### config.mk
export PLATFORM = sky130hd
export DESIGN_NAME = debug_controller
export DESIGN_NICKNAME = d
export VERILOG_FILES = /design/src/rtl/debug_controller.sv
export SDC_FILE = /design/constraint.sdc
export NUM_CORES = 1
export LEC_CHECK = 0
export ABC_AREA = 1
export ABC_CLOCK_PERIOD_IN_PS = 1800
export BUFFER_PORTS_ARGS = -buffer_cell sky130_fd_sc_hd__clkbuf_2
export CAP_MARGIN = 5
export CORE_MARGIN = 8
export CORE_UTILIZATION = 45
export DETAILED_ROUTE_END_ITERATION = 10
export PLACE_DENSITY = 0.76
export SLEW_MARGIN = 25
export SYNTH_ARGS = -nofsm -noshare
export SYNTH_HDL_FRONTEND = slang
export SYNTH_SLANG_ARGS = --single-unit
### constraint.sdc
create_clock -name clk -period 1.8 [get_ports clk]
set_clock_uncertainty 0.2 [all_clocks]
set_input_delay 0.27 -clock clk [delete_from_list [all_inputs] [get_ports clk]]
set_output_delay 0.27 -clock clk [all_outputs]
set_load 0.02 [all_outputs]
### src/rtl/debug_controller.sv
// Run/halt/single-step sequencer and host register-file access arbiter for the 8-bit core.
// Optional PC breakpoint is compiled in when DBG_BREAKPOINT_EN is defined.
module debug_controller #(
    parameter int DATA_W       = 8,
    parameter int RF_ADR_W     = 4,
    parameter int PC_W         = 5,
    parameter bit RESET_HALTED = 1'b0
) (
    input  logic                clk,
    input  logic                rst,
    input  logic                dbg_halt_req,
    input  logic                dbg_step_req,
    input  logic                dbg_resume_req,
    input  logic                dbg_rd_req,
    input  logic                dbg_wr_req,
    input  logic [RF_ADR_W-1:0] dbg_adr,
    input  logic [DATA_W-1:0]   dbg_wdata,
    output logic [DATA_W-1:0]   dbg_rdata,
    output logic                dbg_ack,
    output logic                dbg_halted,
    output logic [1:0]          halt_cause,
`ifdef DBG_BREAKPOINT_EN
    input  logic                dbg_bp_wr,
    input  logic [PC_W-1:0]     dbg_bp_adr,
    input  logic                dbg_bp_en,
`endif
    input  logic                core_halt_in,
    input  logic [PC_W-1:0]     core_pc,
    output logic                core_run,
    output logic                rf_sel,
    output logic [RF_ADR_W-1:0] rf_adr,
    output logic                rf_we,
    output logic [DATA_W-1:0]   rf_wdata,
    input  logic [DATA_W-1:0]   rf_rdata
);

    typedef enum logic [2:0] {
        ST_RUN    = 3'd0,
        ST_STEP   = 3'd1,
        ST_HALTED = 3'd2,
        ST_ACCESS = 3'd3,
        ST_ACK    = 3'd4
    } state_t;

    localparam state_t     RST_STATE = RESET_HALTED ? ST_HALTED : ST_RUN;
    localparam logic [1:0] RST_CAUSE = RESET_HALTED ? 2'b01 : 2'b00;

    state_t              r_state;
    logic [1:0]          r_cause;
    logic [DATA_W-1:0]   r_rdata;
    logic                r_ack;
    logic                r_rf_sel;
    logic                r_rf_we;
    logic [RF_ADR_W-1:0] r_rf_adr;
    logic [DATA_W-1:0]   r_rf_wdata;
    logic                r_is_wr;
    logic                w_bp_hit;
    logic                w_resume_go;

    // Resume is only honoured in HALTED when no higher-priority request is present
    assign w_resume_go = (r_state == ST_HALTED) && dbg_resume_req &&
                         !dbg_wr_req && !dbg_rd_req && !dbg_step_req;

`ifdef DBG_BREAKPOINT_EN
    logic [PC_W-1:0] r_bp_adr;
    logic            r_bp_en;
    logic            r_bp_skip;

    // Breakpoint registers; skip masks the hit during the first RUN cycle after resume
    always_ff @(posedge clk or posedge rst) begin
        if (rst) begin
            r_bp_adr  <= {PC_W{1'b0}};
            r_bp_en   <= 1'b0;
            r_bp_skip <= 1'b0;
        end else begin
            if (dbg_bp_wr) begin
                r_bp_adr <= dbg_bp_adr;
                r_bp_en  <= dbg_bp_en;
            end
            if (w_resume_go) begin
                r_bp_skip <= 1'b1;
            end else if (r_state == ST_RUN) begin
                r_bp_skip <= 1'b0;
            end
        end
    end

    assign w_bp_hit = (r_state == ST_RUN) && r_bp_en && !r_bp_skip && (core_pc == r_bp_adr);
`else
    logic w_unused_pc;
    assign w_unused_pc = ^core_pc;
    assign w_bp_hit    = 1'b0;
`endif

    // Main sequencer: run/step/halt control and the two-cycle register access
    always_ff @(posedge clk or posedge rst) begin
        if (rst) begin
            r_state    <= RST_STATE;
            r_cause    <= RST_CAUSE;
            r_rdata    <= {DATA_W{1'b0}};
            r_ack      <= 1'b0;
            r_rf_sel   <= 1'b0;
            r_rf_we    <= 1'b0;
            r_rf_adr   <= {RF_ADR_W{1'b0}};
            r_rf_wdata <= {DATA_W{1'b0}};
            r_is_wr    <= 1'b0;
        end else begin
            case (r_state)
                ST_RUN: begin
                    if (dbg_halt_req) begin
                        r_state <= ST_HALTED;
                        r_cause <= 2'b01;
                    end else if (core_halt_in) begin
                        r_state <= ST_HALTED;
                        r_cause <= 2'b10;
                    end else if (w_bp_hit) begin
                        r_state <= ST_HALTED;
                        r_cause <= 2'b11;
                    end else begin
                        r_state <= ST_RUN;
                    end
                end
                ST_STEP: begin
                    r_state <= ST_HALTED;
                    if (core_halt_in) begin
                        r_cause <= 2'b10;
                    end else begin
                        r_cause <= r_cause;
                    end
                end
                ST_HALTED: begin
                    if (dbg_wr_req || dbg_rd_req) begin
                        r_state    <= ST_ACCESS;
                        r_is_wr    <= dbg_wr_req;
                        r_rf_sel   <= 1'b1;
                        r_rf_we    <= dbg_wr_req;
                        r_rf_adr   <= dbg_adr;
                        if (dbg_wr_req) begin
                            r_rf_wdata <= dbg_wdata;
                        end
                    end else if (dbg_step_req) begin
                        r_state <= ST_STEP;
                    end else if (dbg_resume_req) begin
                        r_state <= ST_RUN;
                        r_cause <= 2'b00;
                    end else begin
                        r_state <= ST_HALTED;
                    end
                end
                ST_ACCESS: begin
                    if (!r_is_wr) begin
                        r_rdata <= rf_rdata;
                    end
                    r_state  <= ST_ACK;
                    r_ack    <= 1'b1;
                    r_rf_sel <= 1'b0;
                    r_rf_we  <= 1'b0;
                end
                ST_ACK: begin
                    r_state <= ST_HALTED;
                    r_ack   <= 1'b0;
                end
                default: begin
                    r_state  <= ST_HALTED;
                    r_ack    <= 1'b0;
                    r_rf_sel <= 1'b0;
                    r_rf_we  <= 1'b0;
                end
            endcase
        end
    end

    assign core_run   = (r_state == ST_STEP) || ((r_state == ST_RUN) && !w_bp_hit);
    assign dbg_halted = (r_state == ST_HALTED) || (r_state == ST_ACCESS) || (r_state == ST_ACK);
    assign halt_cause = r_cause;
    assign dbg_rdata  = r_rdata;
    assign dbg_ack    = r_ack;
    assign rf_sel     = r_rf_sel;
    assign rf_we      = r_rf_we;
    assign rf_adr     = r_rf_adr;
    assign rf_wdata   = r_rf_wdata;

endmodule

==> impl_metrics.ini, run 1 <==
[run_status]
status = finished, final reports clean

[logic_synthesis]
synth_common_cells = nand2_1, dfrtp_1, nand3_1
yosys_warnings = 0
yosysMostFrequentCell = nand2_1
yosysSeqAreaShare_pct = 56.6
synthTopCellsByArea = dfrtp_1, nand2_1, nand3_1
ys_types = 20
synth_top_area_cell = dfrtp_1
syn_area_per_cell_um2 = 8.61
synth-edff-count = 0
yosysTopAreaCellShare_pct = 56.6
synth_cells = 149
netlist_area_um2 = 1280
ys_ff_latch = 29
synth_ff_type = dfrtp_1
synthesis.nets = 182
async_reset_ff_share_pct = 100

[sta]
slew_headroom_pct = 75.5
rsz0062_at_grt = no
maxSlewViolCount = 0
fmax_ghz = 0.567
max_slew.worst_pin.slew_ps = 367
finalSetupViolCount = 0
setup_tns_ps = 0
hold_violations = 0
layout_worst_path_cycle_share_pct = 97.9
period_needed_ps = 1760

[die]
rows = 19
die-width_um = 69.4
die_y_um = 69.4
die-area_um2 = 4810
start_util_pct = 46.9
core_um2 = 2730
ios = 60

[worst_setup_path]
critPathTopFamily = flip-flops
critPathCaptureType = output port
cp.buffers_inverters = 2
worstPathArrival_ps = 1290
start_kind = flip-flop
crit_path_top_delay_cell = dfrtp_2
cp_cell_sequence = inv_2 -> nor2_4 -> or2_4 -> buf_8
crit_type = reg -> out
worstPathRequired_ps = 1330
slowest_delay_ps = 460
critical_path.max_fanout = 4

[layout]
nFillCells = 204
layout-drive-gt1-share_pct = 35.6
finish.utilization_pct = 70.1
final_nets = 268
area_growth_syn_to_layout_pct = 49.4
diodes = 0

[route]
viasPerCell = 4.93
route.detailed.drc = 0
drt_iter0_drc = 59
routed_wl_um = 3810
antenna_left = 0
vias = 1316
dr.pass1.iters = 4
wl_per_cell_um = 14.3

[clocking]
cts.path.max_buffers = 2
clk_latency_ps = 320
cts-root-buf = clkbuf_4
tritoncts = built
clk_pin_slew_worst_paths_ps = 90
cts_made_buffers = 5
htreeDepth = 2
clock_sinks = 29

[placed_design]
gp_congestion = 0.763
io_buffers = 54
dp_hpwl_um = 2580

[grt]
gr-total-overflow = 0
grt_max_degree = 30
grt_pass1_wl_um = 6350
antenna_found_initial = 0
grtUsageTotal_pct = 16.0
grt_pass1_vias = 1388

[hold_path]
hold_class = in -> reg

[power]
peakVddDrop_uv = 1190
p_per_area_nw_per_um2 = 1770
p_leak_uw = 0.00108

[flow_run]
maxCapViolCount = 0
[flip-flops by register name, summed over array words and instances, names as in the netlist]
signal / cells
rf_sel: 1
dbg_ack: 1
rf_wdata: 8
r_is_wr: 1
rf_adr: 4
halt_cause: 2
rf_we: 1
r_state: 3
dbg_rdata: 8
[cells by family (layout without fill, tap and decap cells)]
kind of cell | count (synthesis) | after routing | share of synthesized area [%]
and+or+nand+nor | 101 | 101 | 37.3
buffers and inverters | 14 | 101 | 4.19
AOI/OAI and AO/OA | 5 | 5 | 1.95
DFF | 29 | 29 | 56.6
[metrics by stage]
| step | hold WS, ps | power, µW | worst slack, ps | std cells | area [µm²] |
|---|---|---|---|---|---|
| after floorplan | 148 | 2310 | 245 | 149 | 1280 |
| after global placement | 131 | 2780 | 251 | 234 | 1590 |
| after detailed placement | 139 | 2870 | 209 | 234 | 1590 |
| after CTS | 15.9 | 3380 | 16.1 | 266 | 1910 |
| after global routing | 25.6 | 3650 | 4.92 | 267 | 1920 |
| final | 21.5 | 3400 | 37.4 | 267 | 1920 |
[layer usage]
layer / track usage [%] / vias to the layer above / share of wire (%)
met2: 27.5 / 58 / 51
met1: 16.9 / 605 / 38
met3: 6.72 / 10 / 7.9
li1: - / 643 / -
met4: 6.15 / 0 / 2.4
met5: 0 / - / 0
[power by group]
| group | internal (µW) | switching [µW] |
|---|---|---|
| sequential | 974 | 216 |
| combinational | 632 | 1210 |
| clock | 155 | 210 |
| total | 1760 | 1640 |
[placed cells by master, fill, tap and decap left out]
| master | instances |
|---|---|
| clkinv_1 | 2 |
| nand2_4 | 1 |
| nand4_1 | 1 |
| inv_1 | 5 |
| o21ai_0 | 4 |
| nor2_4 | 2 |
| inv_2 | 6 |
| buf_8 | 1 |
| nor3_4 | 1 |
| nor2_1 | 4 |
| dlygate4sd3_1 | 22 |
| nor2_2 | 2 |
| nand2_2 | 3 |
| clkbuf_4 | 5 |
| dfrtp_1 | 26 |
| clkbuf_1 | 3 |
| dfrtp_2 | 3 |
| clkbuf_2 | 53 |
| a21oi_1 | 1 |
| buf_4 | 4 |
| nor2_8 | 1 |
| nand3_4 | 1 |
| nand3b_1 | 1 |
| nand2_1 | 62 |
| nand3_1 | 21 |
| or2_4 | 1 |
[final cells by class]
class,instances,area [µm²],area share [%]
clock buffers,8,48.8,2.55
flip-flops and latches,29,729,38.1
multi-input cells,106,519,27.1
repair buffers,80,531,27.7
well taps,31,38.8,2.02
inverters,13,48.8,2.55
[path summary, 6_finish.rpt]
check / from / endpoint / slack, ps / cells past startpoint
setup / recovery: r_state[1] / dbg_halted / 40 / 4
hold / removal: dbg_resume_req / r_state[1] / 20 / 4
setup reg to reg: r_state[2] / rf_wdata[7] / 200 / 7
hold reg to reg: rf_wdata[4] / rf_wdata[4] / 270 / 2
max in group asynchronous: rst / r_state[2] / 750 / 4
min in group asynchronous: rst / rf_wdata[0] / 350 / 4
[timing repair]
item | CTS | global route
hold endpoints to repair | 50 | 0
buffers inserted | 2 | 1
hold buffers | 22 | 0
endpoints found under the setup margin | 2 | 1
resized for setup | 9 | 2
[worst min-delay path: stages]
cell and delay [ps]:
clkbuf_2 90, nor2_1 40, nand2_1 50, nand3_1 70
No activity file was read; power rests on OpenSTA's default activity.
==> inputs of run 2 (changes only) <==
--- a/config.mk
+++ b/config.mk
@@ -10,9 +10,10 @@
 export BUFFER_PORTS_ARGS = -buffer_cell sky130_fd_sc_hd__clkbuf_2
 export CAP_MARGIN = 5
 export CORE_MARGIN = 8
-export CORE_UTILIZATION = 45
+export CORE_UTILIZATION = 47
+export CTS_BUF_LIST = sky130_fd_sc_hd__clkbuf_8
 export DETAILED_ROUTE_END_ITERATION = 10
-export PLACE_DENSITY = 0.76
+export PLACE_DENSITY = 0.79
 export SLEW_MARGIN = 25
 export SYNTH_ARGS = -nofsm -noshare
 export SYNTH_HDL_FRONTEND = slang
==> run 2 against run 1 <==
Sequential share of layout area grew 3.5 points; clock-buffer cell count shrank 3; sequential power is essentially flat; via count shrank 11%; first-iteration DRC count shrank 10%; total power shrank 0.57%; utilization shrank 4.2 points; clock power grew 33%; highest routed layer unchanged.
==> impl_metrics.ini, run 2 (synthesis results as in run 1) <==
[clocking]
cts_made_buffers = 5
postCtsSetupBuffers = 0
htreeDepth = 2
tritoncts = built
cts.path.max_buffers = 2
clock_sinks = 29
cts-root-buf = clkbuf_8
clk_latency_ps = 280
clk_pin_slew_worst_paths_ps = 60

[placed_design]
gp_congestion = 0.812
pre_cts_ws_ps = 229
dp_hpwl_um = 2240
io_buffers = 54

[route]
routed_wl_um = 3030
wl_per_cell_um = 12.2
route.detailed.drc = 0
viasPerCell = 4.72
drt_iter0_drc = 53
vias = 1171
dr.pass1.iters = 4
antenna_left = 0

[die]
start_util_pct = 48.2
die_y_um = 68.2
ios = 60
rows = 19
core_um2 = 2660
die-width_um = 68.2
die-area_um2 = 4660

[worst_setup_path]
worstPathArrival_ps = 1250
startpoint = r_state[0]
start_kind = flip-flop
crit_type = reg -> out
r2r_end = rf_adr[3]
cp_cell_sequence = nor3_2 -> or2_4 -> buf_6
r2r_cells = 6
slowest_delay_ps = 450
critPathCaptureType = output port
crit_path_end = dbg_halted
critPathTopFamily = flip-flops
cp.buffers_inverters = 1
critical_path.max_fanout = 6
path_depth = 3
crit_path_top_delay_cell = dfrtp_1
worstPathRequired_ps = 1330
r2r_start = r_state[0]
r2r_slack_ps = 320

[grt]
met2_usage_pct = 22.6
grtUsageTotal_pct = 14.9
grtUsageMet3_pct = 7.53
antenna_found_initial = 0
grt_pass1_wl_um = 5090
grt_use_met1_pct = 16.9
grt-busiest-layer = met2
grt_max_degree = 30
grt_pass1_vias = 1114
gr-total-overflow = 0

[power]
share_comb_of_total_power_pct = 50.5
p_seq_share_pct = 35.1
p_int_uw = 1810
peakVddDrop_uv = 1150
p_clk_share_pct = 14.4
swShare_pct = 46.5
p_per_area_nw_per_um2 = 1930
p_leak_uw = 0.00102
p_switching_uw = 1570

[run_status]
status = finished, final reports clean

[layout]
multi_input_area_um2 = 513
nFillCells = 230
layout_common_cells = nand2_1, clkbuf_2, dfrtp_1
layout-drive-gt1-share_pct = 37.3
mostFrequentLayoutCell = nand2_1
seq_area_um2 = 728
area_growth_syn_to_layout_pct = 36.7
final_nets = 249
diodes = 0

[sta]
hold_violations = 0
max_slew.worst_pin.slew_ps = 346
slew_headroom_pct = 76.9
rsz0062_at_grt = no
setup_tns_ps = 0
period_needed_ps = 1720
layout_worst_path_cycle_share_pct = 95.3
fmax_ghz = 0.583
maxSlewViolCount = 0
fin_ws_ps = 84.4
finalSetupViolCount = 0

[hold_path]
hold_class = in -> reg

[flow_run]
maxCapViolCount = 0
run 2: cell types whose count changed in the layout (fill, tap and decap cells not counted), sizes merged:
cell / before / now
buf: 5 / 3
clkbuf: 61 / 58
dlygate4sd3: 22 / 5
inv: 11 / 14
run 2: layout make-up:
cell class	count	area share [%]
clock buffers	5	3.93
clock inverters	3	0.642
inverters	13	2.93
multi-input cells	106	29.3
flip-flops and latches	29	41.5
well taps	31	2.21
repair buffers	61	19.5
run 2: worst min path at each step:
| stage | end | depth (start not counted) | startpoint | slack (ps) |
|---|---|---|---|---|
| 3_5_place_dp | rf_wdata[7] | 3 | rst | 140 |
| 2_1_floorplan | dbg_ack | 1 | rst | 150 |
| 3_3_place_gp | rf_wdata[0] | 3 | rst | 140 |
| 4_1_cts | dbg_rdata[5] | 3 | rf_rdata[5] | 2 |
| 6_report | dbg_rdata[3] | 3 | rf_rdata[3] | 10 |
| 5_1_grt | dbg_rdata[6] | 3 | rf_rdata[6] | 10 |
run 2: tightest hold or removal path, delay by kind of cell:
kind          cells  cell delay (ps)
buf+inv           1               80
simple gates      2              100
run 2: power groups by stage:
stage                     Sequential (µW)  Clock (µW)  Combinational [µW]
final                                1190         486                1710
after global routing                 1230         527                1900
after detailed placement             1180           0                1670
after global placement               1170           0                1660
after CTS                            1180         503                1690
after floorplan                      1490           0                 816
run 2: repair_timing:
action / CTS / global route
cloned: 0 / 0
endpoints found under the hold margin: 33 / 0
gates resized for setup: 3 / 7
pin swaps: 0 / 0
endpoints found under the setup margin: 1 / 2
hold buffers: 5 / 0
run 2: layer usage:
| metal | wire, µm | up-vias |
|---|---|---|
| met5 | 0 | - |
| li1 | - | 604 |
| met2 | 1460 | 34 |
| met3 | 249 | 6 |
| met1 | 1260 | 527 |
| met4 | 66 | 0 |
run 2: per-stage QoR:
stage,power (µW),cell area [µm²],std cells,hold WS (ps),util [%]
finish,3380,1750,248,11.7,65.8
global route,3650,1750,248,13.9,65.8
CTS,3370,1740,248,2.10,65.3
detailed placement,2850,1600,235,142,60.2
global placement,2830,1600,235,136,60.2
floorplan,2310,1280,149,148,-
==> inputs of run 3 (changes only) <==
--- a/config.mk
+++ b/config.mk
@@ -14,6 +14,7 @@
 export CTS_BUF_LIST = sky130_fd_sc_hd__clkbuf_8
 export DETAILED_ROUTE_END_ITERATION = 10
 export PLACE_DENSITY = 0.79
+export RECOVER_POWER = 50
 export SLEW_MARGIN = 25
 export SYNTH_ARGS = -nofsm -noshare
 export SYNTH_HDL_FRONTEND = slang
==> run 3 against run 2 <==
First-iteration DRC count up 1.9%; utilization down 0.56 points; combinational power about the same; sequential share of layout area up 0.36 points; non-clock buffer count unchanged; clock-buffer cell count unchanged; cell area down 0.86%; via count about the same; clock power about the same; critical path depth unchanged; routed wire length about the same; die area unchanged.
==> impl_metrics.ini, run 3 (synthesis results as in run 1) <==
[run_status]
status = finished, final reports clean

[sta]
setup_tns_ps = 0
maxSlewViolCount = 0
fmax_ghz = 0.587
layout_worst_path_cycle_share_pct = 94.7
hold_violations = 0
rsz0062_at_grt = no
slew_headroom_pct = 55.1
period_needed_ps = 1700
max_slew.worst_pin.slew_ps = 673
finalSetupViolCount = 0

[worst_setup_path]
r2r_start = r_state[0]
crit_path_end = dbg_halted
worstPathRequired_ps = 1330
r2r_slack_ps = 200
critPathCaptureType = output port
cp_cell_sequence = nor3_2 -> or2_4 -> buf_6
crit_path_top_delay_cell = dfrtp_1
r2r_cells = 6
r2r_end = rf_adr[3]
slowest_delay_ps = 440
start_kind = flip-flop
crit_type = reg -> out
startpoint = r_state[0]
critical_path.max_fanout = 6
worstPathArrival_ps = 1230

[route]
viasPerCell = 4.72
dr.pass1.iters = 4
drt_iter0_drc = 54
route.detailed.drc = 0
vias = 1170
wl_per_cell_um = 12.2
antenna_left = 0
routed_wl_um = 3030

[power]
finalPower_uw = 3350
swShare_pct = 46.9
share_comb_of_total_power_pct = 50.2
p_seq_share_pct = 35.3
p_clk_share_pct = 14.5
peakVddDrop_uv = 1140
p_int_uw = 1780
p_switching_uw = 1570
p_leak_uw = 0.000990
p_per_area_nw_per_um2 = 1930

[placed_design]
place_inst = 235
dp_hpwl_um = 2240
gp_congestion = 0.812
io_buffers = 54

[die]
die-area_um2 = 4660
start_util_pct = 48.2
die_y_um = 68.2
ios = 60
rows = 19
core_um2 = 2660
die-width_um = 68.2

[layout]
mostFrequentLayoutCell = nand2_1
final_nets = 249
area_growth_syn_to_layout_pct = 35.5
finish.utilization_pct = 65.3
layout_common_cells = nand2_1, clkbuf_2, dfrtp_1
layout-drive-gt1-share_pct = 32.3
instances_no_fill = 248
diodes = 0

[clocking]
cts_made_buffers = 5
postCtsSetupBuffers = 0
tritoncts = built
htreeDepth = 2
cts-root-buf = clkbuf_8
clock_sinks = 29
cts.path.max_buffers = 2
clk_latency_ps = 280
clk_pin_slew_worst_paths_ps = 60

[hold_path]
min_delay_path_depth = 3
hold_class = in -> reg

[grt]
grt_max_degree = 30
grt_pass1_wl_um = 5090
grtUsageTotal_pct = 14.9
grt_pass1_vias = 1114
gr-total-overflow = 0
antenna_found_initial = 0

[flow_run]
maxCapViolCount = 0
-- run 3: cell types whose count changed in the layout (fill, tap and decap cells not counted), sizes merged --
cell / delta
buf: -1
clkbuf: +1
-- run 3: metal layers --
layer	wire length [µm]	track usage, %	vias to the layer above
li1	-	-	602
met1	1260	16.9	526
met3	246	7.53	6
met5	0	0	-
met2	1460	22.6	36
met4	66	7.67	0
-- run 3: repair_timing --
action / CTS / global route
resized for setup: 3 / 7
hold endpoints to repair: 33 / 0
endpoints found under the setup margin: 1 / 2
hold buffers: 5 / 0
-- run 3: cell type report --
class / instances / area, µm²
clock buffers: 5 / 68.8
repair buffers: 61 / 327
fillers: 237 / 925
multi-input cells: 106 / 513
well taps: 31 / 38.8
clock inverters: 3 / 11.3
flip-flops and latches: 29 / 728
inverters: 13 / 51.3
-- run 3: power by group through the flow --
stage | Sequential (µW) | Clock, µW | Combinational (µW)
floorplan | 1490 | 0 | 816
global route | 1220 | 527 | 1870
global placement | 1170 | 0 | 1660
finish | 1180 | 485 | 1680
CTS | 1180 | 503 | 1690
detailed placement | 1180 | 0 | 1670
-- run 3: through the flow --
stage	hold slack, ps	worst slack, ps	cell area (µm²)
after floorplan	148	245	1280
after global placement	136	244	1600
after detailed placement	142	229	1600
after CTS	2.10	2.68	1740
after global routing	13.9	44.7	1740
final	12.1	95.4	1740
-- run 3: worst max-delay path, delay by kind of cell, from the launching register on --
kind | cells | cell delay [ps]
buffers and inverters | 1 | 110
flip-flops | 1 | 440
AND/OR/NAND/NOR | 2 | 410
-- run 3: worst min path at each step --
| stage | startpoint | endpoint | slack (ps) |
|---|---|---|---|
| 4_1_cts | rf_rdata[5] | dbg_rdata[5] | 2 |
| 2_1_floorplan | rst | dbg_ack | 150 |
| 6_report | rf_rdata[3] | dbg_rdata[3] | 10 |
| 3_5_place_dp | rst | rf_wdata[7] | 140 |
| 5_1_grt | rf_rdata[6] | dbg_rdata[6] | 10 |
| 3_3_place_gp | rst | rf_wdata[0] | 140 |
